===== src/rtl/pipe_ctrl.sv =====
// Pipeline hazard/stall controller: flush, MEM bus wait with timeout, multi-cycle EX
// sequencing and a saturating stall-cycle statistic.
//
// state | meaning
// IDLE  | no multi-cycle op in flight; ex_mc_start accepted
// BUSY  | multi-cycle op counting down, EX stage stopped
// DONE  | result ready (ex_mc_done), EX stall released, back to IDLE next cycle
module pipe_ctrl #(
  parameter int MC_W        = 6,
  parameter int MEM_TIMEOUT = 255
) (
  input  logic            clk,
  input  logic            rst,
  input  logic            stallreq_id,
  input  logic            ex_mc_start,
  input  logic [MC_W-1:0] ex_mc_cycles,
  input  logic            mem_req,
  input  logic            mem_ack,
  input  logic            flush_req,
  input  logic [31:0]     flush_pc,
  input  logic            stat_clr,
  output logic [5:0]      stall,
  output logic            flush,
  output logic [31:0]     new_pc,
  output logic            ex_mc_done,
  output logic            bus_err,
  output logic [31:0]     stall_cycles
);

  typedef enum logic [1:0] {
    IDLE = 2'd0,
    BUSY = 2'd1,
    DONE = 2'd2
  } state_t;

  localparam logic [7:0]      TIMEOUT  = 8'(MEM_TIMEOUT);
  localparam logic [5:0]      ST_NONE  = 6'b000000;
  localparam logic [5:0]      ST_ID    = 6'b000111;
  localparam logic [5:0]      ST_EX    = 6'b001111;
  localparam logic [5:0]      ST_MEM   = 6'b011111;
  localparam logic [MC_W-1:0] MC_ONE   = MC_W'(1);

  state_t          r_state;
  state_t          w_state_nx;
  logic [MC_W-1:0] r_mc_cnt;
  logic [MC_W-1:0] w_mc_cnt_nx;
  logic [7:0]      r_wait_cnt;
  logic            r_flush_pend;
  logic [31:0]     r_flush_pc;
  logic            r_ex_mc_done;
  logic            r_bus_err;
  logic [31:0]     r_stall_cycles;

  logic            w_mem_wait;
  logic            w_timeout;
  logic            w_flush;
  logic            w_ex_busy;
  logic [5:0]      w_stall;

  assign w_mem_wait = mem_req && !mem_ack && (r_wait_cnt < TIMEOUT);
  assign w_timeout  = mem_req && !mem_ack && (r_wait_cnt >= TIMEOUT);
  // A flush latched during a MEM wait is only released once the wait ends.
  assign w_flush    = !w_mem_wait && (r_flush_pend || flush_req);
  assign w_ex_busy  = (r_state == BUSY) || ((r_state == IDLE) && ex_mc_start);

  always_comb begin
    w_stall = ST_NONE;
    if (w_flush)          w_stall = ST_NONE;
    else if (w_mem_wait)  w_stall = ST_MEM;
    else if (w_ex_busy)   w_stall = ST_EX;
    else if (stallreq_id) w_stall = ST_ID;
  end

  // Combinational outputs are gated so they read zero while reset is held.
  assign stall        = rst ? w_stall : ST_NONE;
  assign flush        = rst && w_flush;
  assign new_pc       = (rst && w_flush) ? (r_flush_pend ? r_flush_pc : flush_pc) : 32'd0;
  assign ex_mc_done   = r_ex_mc_done;
  assign bus_err      = r_bus_err;
  assign stall_cycles = r_stall_cycles;

  always_comb begin
    w_state_nx  = r_state;
    w_mc_cnt_nx = r_mc_cnt;
    if (w_flush) begin
      w_state_nx  = IDLE;
      w_mc_cnt_nx = '0;
    end else begin
      case (r_state)
        IDLE: begin
          if (ex_mc_start) begin
            w_state_nx  = BUSY;
            w_mc_cnt_nx = (ex_mc_cycles == '0) ? MC_ONE : ex_mc_cycles;
          end
        end
        BUSY: begin
          if (!w_mem_wait) begin
            w_mc_cnt_nx = r_mc_cnt - MC_ONE;
            if (r_mc_cnt == MC_ONE) w_state_nx = DONE;
          end
        end
        DONE:    w_state_nx = IDLE;
        default: w_state_nx = IDLE;
      endcase
    end
  end

  always_ff @(posedge clk or negedge rst) begin
    if (!rst) begin
      r_state        <= IDLE;
      r_mc_cnt       <= '0;
      r_wait_cnt     <= '0;
      r_flush_pend   <= 1'b0;
      r_flush_pc     <= '0;
      r_ex_mc_done   <= 1'b0;
      r_bus_err      <= 1'b0;
      r_stall_cycles <= '0;
    end else begin
      r_state      <= w_state_nx;
      r_mc_cnt     <= w_mc_cnt_nx;
      r_ex_mc_done <= (w_state_nx == DONE);
      r_bus_err    <= w_timeout;
      r_wait_cnt   <= w_mem_wait ? (r_wait_cnt + 8'd1) : 8'd0;

      if (w_flush) begin
        r_flush_pend <= 1'b0;
      end else if (flush_req && w_mem_wait && !r_flush_pend) begin
        r_flush_pend <= 1'b1;
        r_flush_pc   <= flush_pc;
      end

      if (stat_clr)
        r_stall_cycles <= '0;
      else if (w_stall[0] && (r_stall_cycles != 32'hFFFF_FFFF))
        r_stall_cycles <= r_stall_cycles + 32'd1;
    end
  end

endmodule

===== config.mk =====
export PLATFORM = sky130hd
export DESIGN_NAME = pipe_ctrl
export DESIGN_NICKNAME = d
export VERILOG_FILES = /design/src/rtl/pipe_ctrl.sv
export SDC_FILE = /design/constraint.sdc
export NUM_CORES = 1
export LEC_CHECK = 0
export CAP_MARGIN = 10
export CORE_MARGIN = 2
export CORE_UTILIZATION = 31
export DETAILED_ROUTE_END_ITERATION = 10
export PLACE_DENSITY = 0.58
export SYNTH_ARGS = -nofsm -noshare
export SYNTH_HDL_FRONTEND = slang
export SYNTH_SLANG_ARGS = --single-unit
export TNS_END_PERCENT = 5

===== constraint.sdc =====
create_clock -name clk -period 2.61 [get_ports clk]
set_input_delay 0.3915 -clock clk [delete_from_list [all_inputs] [get_ports clk]]
set_output_delay 0.3915 -clock clk [all_outputs]
set_load 0.01 [all_outputs]

* Yosys cells after proc, flatten, opt, wreduce, memory -nomap -nowiden
Index checks and enable logic that the tools add are counted.
** Word-level totals
- Input bits :: 46
- Register bits after elaboration :: 83
- Logic and storage cells :: 63
- Bits in latches :: 0
- Memories :: 0
- Bits in writable memories :: 0
- ROM bits :: 0
- Output and inout bits :: 73
** Cells by class
- Shifts and indexed selects :: 0
- Muxes and demuxes :: 22
- Add/subtract/negate cells :: 3
- Equality and inequality tests :: 6
- Reduce and logical (&&, ||, !) cells :: 21
- Divide/modulo/power cells :: 0
- Bitwise logic cells :: 1
- Order comparisons :: 2
- $mul :: 0
** Operators with widths (number)
- $mux W32 :: 4
- $mux W6 :: 6
- $add A32 B1 Y32 const B :: 1
- $ne A32 B32 Y1 const B :: 1
- $pmux W6 S2 :: 1
- $logic_and A1 B1 Y1 :: 9
- $add A8 B1 Y8 const B :: 1
- $ge A8 B8 Y1 const B :: 1
- $lt A8 B8 Y1 const B :: 1
- $mux W2 :: 4
- $mux W8 :: 1
- $eq A6 B1 Y1 const B :: 1
- $logic_not A6 Y1 :: 1
- $ne A3 B3 Y1 const B :: 2
- $sub A6 B1 Y6 const B :: 1
- $mux W5 :: 1
- $mux W4 :: 1
- $pmux W2 S2 :: 1
- $reduce_bool A2 Y1 :: 2
- $logic_not A1 Y1 :: 3
- $mux W3 :: 1
- $reduce_and A3 Y1 :: 1
- $reduce_bool A3 Y1 :: 1
- $eq A2 B1 Y1 const B :: 1
- other kinds (6) :: 8

* Longest topological paths before layout
- Word-level depth :: 9
- Gate-level depth with buffers :: 8
- Depth with buffers taken out :: 6

* Worst setup path before layout
Ideal clock, no wire load.
- Path kind :: flip-flop to output port
- From :: register r_wait_cnt[0]
- To :: output new_pc[10]
- Required time :: 2.219 ns
- Path slack :: 0.419 ns
- Buffers on the path :: 2
- Stages on the path, launching flop included :: 9
- Arrival :: 1.799 ns
- Path through :: dfrtp_1 ha_1 and4_4 a41oi_2 buf_4 nor2_1 nand2_1 clkbuf_1 nor2_1
** Between the ends
- Word-level cells in the longest chain between the ends :: 6
** Ends and longest elaborated chain
- start: declaration :: line 47 : logic [7:0] r_wait_cnt;
- start signal: assignment :: line 123 : r_wait_cnt <= w_mem_wait ? (r_wait_cnt + 8'd1) : 8'd0;
- $lt A8 B8 Y1 :: line 60 : assign w_mem_wait = mem_req && !mem_ack && (r_wait_cnt < TIMEOUT);
- $logic_and A1 B1 Y1 :: line 60
- $logic_not A1 Y1
- $logic_and A1 B1 Y1 :: line 63 : assign w_flush = !w_mem_wait && (r_flush_pend || flush_req);
- $logic_and A1 B1 Y1 :: line 77 : assign new_pc = (rst && w_flush) ? (r_flush_pend ? r_flush_pc : flush_pc) : 32'd0;
- $mux W32 :: line 77
- end: declaration :: line 24 : output logic [31:0] new_pc,
No other way between the ends.

* Final worst setup path
- From :: register r_wait_cnt[0]
- To :: output stall[0]
** Between the ends
- Word-level cells in the longest chain between the ends :: 6
- Elaborated cells between the ends (all ways) :: 7
- Classes of those cells :: order compare: 1; mux: 3; reduce/logical: 3
** Ends and longest elaborated chain
- $lt A8 B8 Y1 * :: line 60
- $logic_and A1 B1 Y1 * :: line 60
- $logic_not A1 Y1
- $logic_and A1 B1 Y1 :: line 63
- $mux W6 * :: line 68 : if (w_flush) w_stall = ST_NONE;
- $mux W6 * :: line 75 : assign stall = rst ? w_stall : ST_NONE;
- end: declaration :: line 22 : output logic [5:0] stall,
Mark *: on every way between the ends. The rest lies on a longest branch, timed or not.

==> summary.txt <==
Status
  – Run status: complete, no violations

Floorplanning
  – Die area: 16,100 um^2
  – Core box area: 14,600 um^2
  – Rows: 44
  – Initial Util: 0.319
  – DIE HEIGHT: 127 um
  – Top-Level Pins: 119
  – Die width: 127 um

GRT
  – Met2 GRT Util: 0.267
  – Most Crowded Layer GR: met2
  – First-pass GRT wire length: 20,100 um
  – Global-route usage over all layers: 0.155
  – Initial antenna violation count: 0
  – Largest net degree at the start of global routing: 41
  – Grt total ovfl: 0
  – Met1 Use GR: 0.195
  – Vias in the first global route: 4,060
  – Met3 usage: 0.0257

Logic synthesis
  – Seq/Total Area, Yosys: 0.445
  – Ys flop type: dfrtp_1
  – Synth cell types: 60
  – Mapped cell area: 4670 um^2
  – Synth area leaders: dfrtp_1, mux2_2, mux2i_1, nor2_1, a21oi_1
  – Seq cells post-synth: 83
  – Post-synth ARST share: 1.00
  – Area share of the leading cell type in the synthesized netlist: 0.445
  – Post-Syn Nets: 508
  – Post-synth EDFFs: 0
  – Synth Warn #: 0
  – Most frequent cell after synthesis: dfrtp_1
  – Mean Syn Cell Area: 10.2 um^2
  – Synth cell count leaders: dfrtp_1, nor2_1, mux2_2, mux2i_1, a21oi_1
  – Area leader, netlist: dfrtp_1
  – Cells after synthesis: 458

Drt
  – DR WL/cell: 15.8 um
  – Final wirelength: 12,300 um
  – Drt initial violations: 242
  – Post-route ant nets: 0
  – DR pass1 iterations: 4
  – Routed vias: 4,067
  – DRC: 0
  – Vias per std cell: 5.20

Power and ir drop
  – Tot Pwr: 3.34 mW
  – P_leak: 2.62 nW
  – Max rail drop VDD: 0.000242 V
  – Power per standard cell area: 526 nW/um^2

Placement
  – PortBufs: 117
  – DPL Wire Length: 8870 um
  – Placed Area: 6200 um^2
  – Place WS: -57.7 ps
  – GP Congestion: 0.774

Finish
  – Final Core Density: 0.434
  – Area grow syn2layout: 36.0%
  – Layout cell share with drive strength beyond 1: 0.237
  – Post-route cell area: 6350 um^2
  – Post-layout net count: 643
  – ANT cells: 0

Clock network
  – H-tree depth: 3
  – Clock root cell: clkbuf_16
  – Inserted Clock Buffers: 9
  – CTS tree: yes
  – Clk sinks: 83
  – Worst-path clk slew: 60 ps
  – Clock buffer depth: 2
  – Clk Latency, worst-skew pair: 340 ps

Setup path
  – Worst reg2reg path depth: 7
  – Worst Path Max Fanout: 11
  – R2R setup slack: 260 ps
  – Worst Setup Start Kind: flop
  – Crit Path Category: flop to primary output
  – CP required: 2220 ps
  – Crit path arrival time: 2120 ps
  – Worst R2R End: stall_cycles[12]
  – Element type at the critical path end: primary output
  – RR Startpoint: r_wait_cnt[0]

STA
  – Slew HR: 0.509
  – Post-route setup slack: 98.5 ps
  – Final Hold Vio Count: 0
  – Post-route minimum period: 2510 ps
  – Period utilization: 0.962
  – Fmax: 398 MHz
  – Fin. max-slew vios: 0
  – Setup violations, final: 0
  – Skew final: 6.97 ps
  – Slew of the pin with the lowest slew margin: 734 ps
  – RSZ-0062 raised after global routing: yes

Flow run
  – Max-cap violations: 0

Hold path
  – Tightest Hold Check Type: input port to async pin
[per-layer routing]
layer	wire (um)	vias to the layer above
li1	-	1951
met1	5380	2019
met3	408	12
met2	6380	85
met5	0	-
met4	170	0
[flip-flops by register name, summed over array words and instances, names as in the netlist]
name / count
r_flush_pend: 1
r_state: 2
bus_err: 1
r_wait_cnt: 8
stall_cycles: 32
r_flush_pc: 32
ex_mc_done: 1
r_mc_cnt: 6
[area by class of cell]
cell class                      instances  area [um^2]
Fill cell                            1436         8290
Multi-Input combinational cell        342         2430
Sequential cell                        83         2080
Timing Repair Buffer                  149         1290
Tap cell                              184          230
Clock buffer                           10          229
Clock inverter                          6         66.3
Inverter                                8         30.0
[kinds of logic (layout without fill, tap and decap cells)]
logic type,Yosys count,after routing,share of synthesized area
other,1,1,0.000803
adders and majority gates,4,4,0.0107
and+or+nand+nor,179,179,0.216
buffers and inverters,33,173,0.0359
muxes,73,73,0.170
xor gates and xnor gates,5,5,0.00937
AOI/OAI and AO/OA,80,80,0.113
DFF,83,83,0.445
[worst max path at each step]
| stage | endpoint | startpoint | slack, ps | cells past startpoint |
|---|---|---|---|---|
| after floorplan | new_pc[10] | r_wait_cnt[0] | 420 | 8 |
| after global routing | stall[0] | r_wait_cnt[0] | -2 | 7 |
| after detailed placement | stall[0] | mem_ack | -60 | 7 |
| after CTS | new_pc[27] | r_wait_cnt[1] | 40 | 8 |
| final | stall[0] | r_wait_cnt[0] | 100 | 7 |
| after global placement | stall_cycles[8] | flush_req | -30 | 7 |
[placed cells by master, fill, tap and decap left out, drive strengths merged, types with 3 or more instances in the layout]
cell type      netlist  routed
dfrtp               83      83
clkdlybuf4s50        0      78
nor2                61      61
clkbuf              11      41
mux2                40      40
mux2i               33      33
buf                 14      32
a21oi               30      30
nand2               19      19
o31ai               16      16
or4                 15      15
nand3               14      14
o21ai               14      14
nor3                13      13
nor2b               11      11
or3                 11      11
inv                  8       8
nand4                8       8
nor4                 7       7
and3                 6       6
dlygate4sd2          0       6
nand2b               5       5
xor2                 4       4
o211ai               4       4
ha                   4       4
clkinvlp             0       3
[power by group]
group	internal, mW	total, mW	leakage [nW]	switching [mW]
registers	1.42	1.50	1.08	0.0845
logic	0.297	0.566	1.41	0.269
clock network	0.741	1.27	0.135	0.531
[metrics by stage]
stage	cells	hold WS (ps)	TNS [ps]
finish	782	502	0
global route	782	520	-1.96
CTS	782	495	0
detailed placement	764	323	-155
global placement	764	327	-139
floorplan	458	95.9	0
[repair_timing]
action,in CTS,in global routing
setup endpoints to repair,38,33
pin swaps,1,0
setup buffers,1,0
hold buffers,1,0
hold endpoints to repair,18,0
gates resized for setup,39,64
gates cloned,0,0
[critical path, cell delays in order, from the launching register on]
cell and delay, ps:
dfrtp_1 390, ha_1 220, and4_4 170, a41oi_2 260
buf_6 190, nor2_1 80, nor2b_1 170, dlygate4sd2_1 300
Power figures use the tool's default switching activity.
==> RTL edit 1: new RTL, config.mk and constraints unchanged <==
Set the parameter `MC_W` to 12 (it was 6).
--- a/src/rtl/pipe_ctrl.sv
+++ b/src/rtl/pipe_ctrl.sv
@@ -6,7 +6,7 @@
 // BUSY  | multi-cycle op counting down, EX stage stopped
 // DONE  | result ready (ex_mc_done), EX stall released, back to IDLE next cycle
 module pipe_ctrl #(
-  parameter int MC_W        = 6,
+  parameter int MC_W        = 12,
   parameter int MEM_TIMEOUT = 255
 ) (
   input  logic            clk,
Ports: changed (resized ex_mc_cycles); port bits go from 119 to 125. The function was not compared with the original's and may differ.
==> RTL edit 1 against the original RTL <==
  * Combinational power up 23%
  * Fmax rose by 0.37%
  * Global-route usage up 0.36 points
  * Register-to-register slack better by 130 ps
  * Power rose by 15%
  * Design area rose by 10%
  * Worst setup slack improved by 9.2 ps
  * Clock power rose by 20%
  * Via count is 11% higher
  * Die area increased by 8.1%
  * Sequential cell count up 6
  * Area after synthesis is 8.3% higher
  * Routed wire length up 11%
==> RTL edit 1: results (changes against the original RTL) <==
* Met3 Use GR at 3.34% (+0.77 points)
* FFs w/ async S/R, synth at 100% (unchanged)
* Slew Limit Fails at 0 (unchanged)
* CTS buffer count at 9 (unchanged)
* Dpl ws at -3.56 ps (+54.1 ps)
* Leakage power at 0.00288 uW (+9.7%)
* Tot GR Track Use at 15.9% (+0.36 points)
* Clk_lat worst skew at 340 ps (about the same)
* Post-synthesis cell type count at 60 (unchanged)
* Routability cong. at 0.779 (+0.58%)
* Nets at 697 (+8.4%)
* Worst min path class: in -> async
* Routed wl met2 at 6750 um (+5.9%)
* Ys Warns at 0 (unchanged)
* Status: finished, final reports clean
* Clock-pin slew on the worst setup and hold paths at 70 ps
* Sequential fraction of the synthesis area at 44.0% (-0.45 points)
* DR pass1 iterations at 4 (unchanged)
* Net count after synthesis at 563 (+11%)
* Post-Synth XOR/XNOR Area at 1.04% (+0.10 points)
* Clock Path Buffers at 2 (unchanged)
* Adder-Cell Fraction of Synth Area at 0.989% (-0.082 points)
* Sw Ratio at 26.2% (-0.25 points)
* First-pass GRT wire length at 22,600 um (+13%)
* Cts repair resizes at 41 (+5.1%)
* Vias per cell at 5.25 (+0.87%)
* Critical path data arrival time at 2110 ps
* Post-CTS Hold Fix Bufs at 1 (unchanged)
* Worst Skew at 5.26 ps (-1.71 ps)
* Synth Area in Compound Gates at 14.3% (+3.0 points)
* DP HPWL at 9640 um (+8.7%)
* Met1 Wirelength at 6090 um (+13%)
* Vias in the first global route at 4,448 (+9.6%)
* H-tree depth at 3 (unchanged)
* ANT cells at 0 (unchanged)
* Total congestion overflow at 0 (unchanged)
* Synth area leaders: dfrtp_1 44%, mux2i_1 6.9%, mux2_1 4.2%
* DR WL/cell at 15.9 um (+0.71%)
* Global Route met2 Usage at 26.7% (-0.068 points)
* Post-synthesis mux area share at 14.3% (-2.6 points)
* Initial antenna violation count at 0 (unchanged)
* Worst VDD drop at 0.000305 V (+26%)
* Port Buf Inserts at 123 (+5.1%)
* Postcts setup bufs at 1 (unchanged)
* Clock Tree Root: clkbuf_16
* Met3 routed WL at 648 um (+59%)
* Post-synth top cells: 89 x dfrtp_1, 57 x nor2_1, 35 x mux2i_1, 30 x a21oi_1, 20 x o21ai_0
* Relative slew slack at 61.0% (+10 points)
* Prevailing post-synth register cell: dfrtp_1
* M1 GR Usage at 20.3% (+0.80 points)
* Max Used Layer: met4
* Layout cells sized above 1 at 13.6% (-10 points)
* Max FO, Critical Path at 4 (-7)
* Largest net degree at the start of global routing at 34 (-17%)
* Initial drt markers at 152 (-37%)
-- RTL edit 1: power by group through the flow --
stage               sequential [uW]  clock (uW)  combinational [uW]
floorplan                      1620           0                 418
global placement               1640           0                 706
detailed placement             1640           0                 718
CTS                            1620        1580                 707
global route                   1640        1640                 776
finish                         1620        1530                 696
-- RTL edit 1: through the flow --
| step | area (sq um) | cells | hold WS, ps | setup TNS (ps) | utilization, % |
|---|---|---|---|---|---|
| 6_report | 6990 | 862 | 476 | 0 | 43.9 |
| 2_1_floorplan | 5060 | 507 | 95.9 | 0 | - |
| 4_1_cts | 6990 | 862 | 494 | 0 | 43.8 |
| 3_3_place_gp | 6640 | 844 | 331 | 0 | 41.7 |
| 3_5_place_dp | 6640 | 844 | 339 | -3.56 | 41.7 |
| 5_1_grt | 6990 | 862 | 496 | 0 | 43.9 |
-- RTL edit 1: area by class of cell --
cell class	count	area [sq um]
fill	1572	8950
multi-input combinational	378	2650
sequential	89	2230
timing repair buffer	152	1450
tap	216	270
clock buffer	10	239
clock inverter	6	115
inverter	11	41.3
-- RTL edit 1: final timing paths --
path / from / to / slack, ps / cells past startpoint
max: r_wait_cnt[0] / stall[3] / 110 / 5
min: rst / stall_cycles[19] / 480 / 2
max reg2reg: r_wait_cnt[0] / stall_cycles[7] / 390 / 8
min reg2reg: r_flush_pc[2] / r_flush_pc[2] / 490 / 1
max in group asynchronous: rst / r_flush_pc[7] / 1480 / 3
min in group clk: r_flush_pc[2] / r_flush_pc[2] / 490 / 1
-- RTL edit 1: critical path: stages, from the launching register on --
cell             delay, ps
dfrtp_1                420
ha_4                   190
and3_4                 190
a21o_1                 190
a21boi_0               190
clkdlybuf4s50_1        580
==> RTL edit 2: new RTL, config.mk and constraints unchanged <==
Without the edit above. Make the reset (`rst`) synchronous in one clocked block.
--- a/src/rtl/pipe_ctrl.sv
+++ b/src/rtl/pipe_ctrl.sv
@@ -105,7 +105,7 @@
     end
   end
 
-  always_ff @(posedge clk or negedge rst) begin
+  always_ff @(posedge clk) begin
     if (!rst) begin
       r_state        <= IDLE;
       r_mc_cnt       <= '0;
Behaviour: differs if rst is asserted again (counterexample within 4 cycles, from zero or initial values and one cycle with rst low); with rst held inactive, the same outputs for 10 cycles.
==> RTL edit 2 against the original RTL <==
  * Design area down 7.7%
  * Sequential power down 13%
  * Clock skew about the same
  * Area after synthesis down 12%
  * Worst setup slack better by 11 ps
  * Power down 13%
  * Fmax up 0.45%
  * Routed wire length down 13%
  * Hold slack worse by 79 ps
  * First-iteration DRC count down 7.9%
  * Sequential cell count unchanged
  * Register-to-register slack better by 70 ps
  * Critical endpoint is now stall[3]
==> RTL edit 2: results (changes against the original RTL) <==
* Placed cells at 798 (+4.5%)
* Routed wl met2 at 4770 um (-25%)
* Worst Skew at 6.52 ps (-0.446 ps)
* Vias per cell at 4.80 (-7.7%)
* Net count after synthesis at 560 (+10%)
* Sequential fraction of the synthesis area at 40.4% (-4.0 points)
* Post-synth top cells: 90 x nand2_1, 83 x dfxtp_1, 77 x nor2_1, 32 x a21boi_0, 32 x mux2i_1
* DR pass1 iterations at 5 (+1)
* Dpl ws at -165 ps (-108 ps)
* Met3 routed WL at 561 um (+38%)
* Worst min path class: reg -> reg
* Largest net degree at the start of global routing at 34 (-17%)
* Postcts setup bufs at 0 (-1)
* Final non-filler cell total at 814 (+4.1%)
* Nets at 683 (+6.2%)
* Synth area leaders: dfxtp_1 40%, nand2_1 8.2%, mux2i_1 7.8%
* First-pass GRT wire length at 18,300 um (-8.8%)
* Post-synthesis cell type count at 48 (-20%)
* Initial drt markers at 223 (-7.9%)
* Slowest-stage cell, CP: clkdlybuf4s50_1
* Layout cells sized above 1 at 7.84% (-16 points)
* Status: finished, final reports clean
* Crit path buffers/inverters at 3 (+1)
* Met1 Wirelength at 5280 um (-1.8%)
* Relative slew slack at 61.3% (+10 points)
* Syn_area_per_cell at 8.06 sq um (-21%)
* Vias in the first global route at 3,718 (-8.4%)
* Leakage power at 0.00220 uW (-16%)
* Met3 Use GR at 3.78% (+1.2 points)
* Detailed Route WL at 10,800 um (-13%)
* Post-Place Cell Area at 0.00560 sq mm (-9.6%)
* Tot GR Track Use at 15.7% (+0.14 points)
* Global Route met2 Usage at 24.3% (-2.4 points)
## RTL edit 2: changes by cell type in the layout (fill, tap and decap cells not counted), sizes merged, moves of 29 or more
cell and change:
dfrtp -83, a21boi +31, dlygate4sd2 +29, mux2 -40
dfxtp +83, nand2 +72, clkbuf -30
## RTL edit 2: logic make-up after synthesis
| group | count (synthesis) | share of synthesized area [%] |
|---|---|---|
| AO/OA/AOI/OAI | 82 | 14.2 |
| flip-flops | 83 | 40.4 |
| multiplexers | 32 | 7.79 |
| XOR/XNOR | 25 | 5.33 |
| AND/OR/NAND/NOR | 246 | 27.3 |
| other | 1 | 0.0912 |
| adder cells (fa/ha/maj) | 4 | 1.22 |
| buffers and inverters | 37 | 3.68 |
## RTL edit 2: area by class of cell
class	count	area (sq um)
repair buffers	143	1350
fillers	1289	7220
inverters	6	22.5
well taps	176	220
multi-input cells	390	2310
clock inverters	5	52.6
clock buffers	11	243
flip-flops and latches	83	1660
## RTL edit 2: path summary, 6_finish.rpt
kind	slack (ps)	depth (start not counted)	from	endpoint
hold reg to reg	420	1	r_wait_cnt[0]	r_wait_cnt[0]
setup reg to reg	330	9	r_wait_cnt[0]	stall_cycles[31]
hold / removal	420	1	r_wait_cnt[0]	r_wait_cnt[0]
setup / recovery	110	7	mem_req	stall[3]
## RTL edit 2: where the power goes
| part | switching (uW) | internal [uW] | leakage, uW | total [uW] |
|---|---|---|---|---|
| combinational | 170 | 178 | 0.00138 | 348 |
| clock | 501 | 762 | 0.000145 | 1260 |
| sequential | 17.2 | 1290 | 0.000673 | 1310 |
## RTL edit 2: repair_timing
action / 4_1_cts / 5_1_grt
gates resized for setup: 36 / 5
hold buffers: 0 / 0
endpoints found under the setup margin: 38 / 2
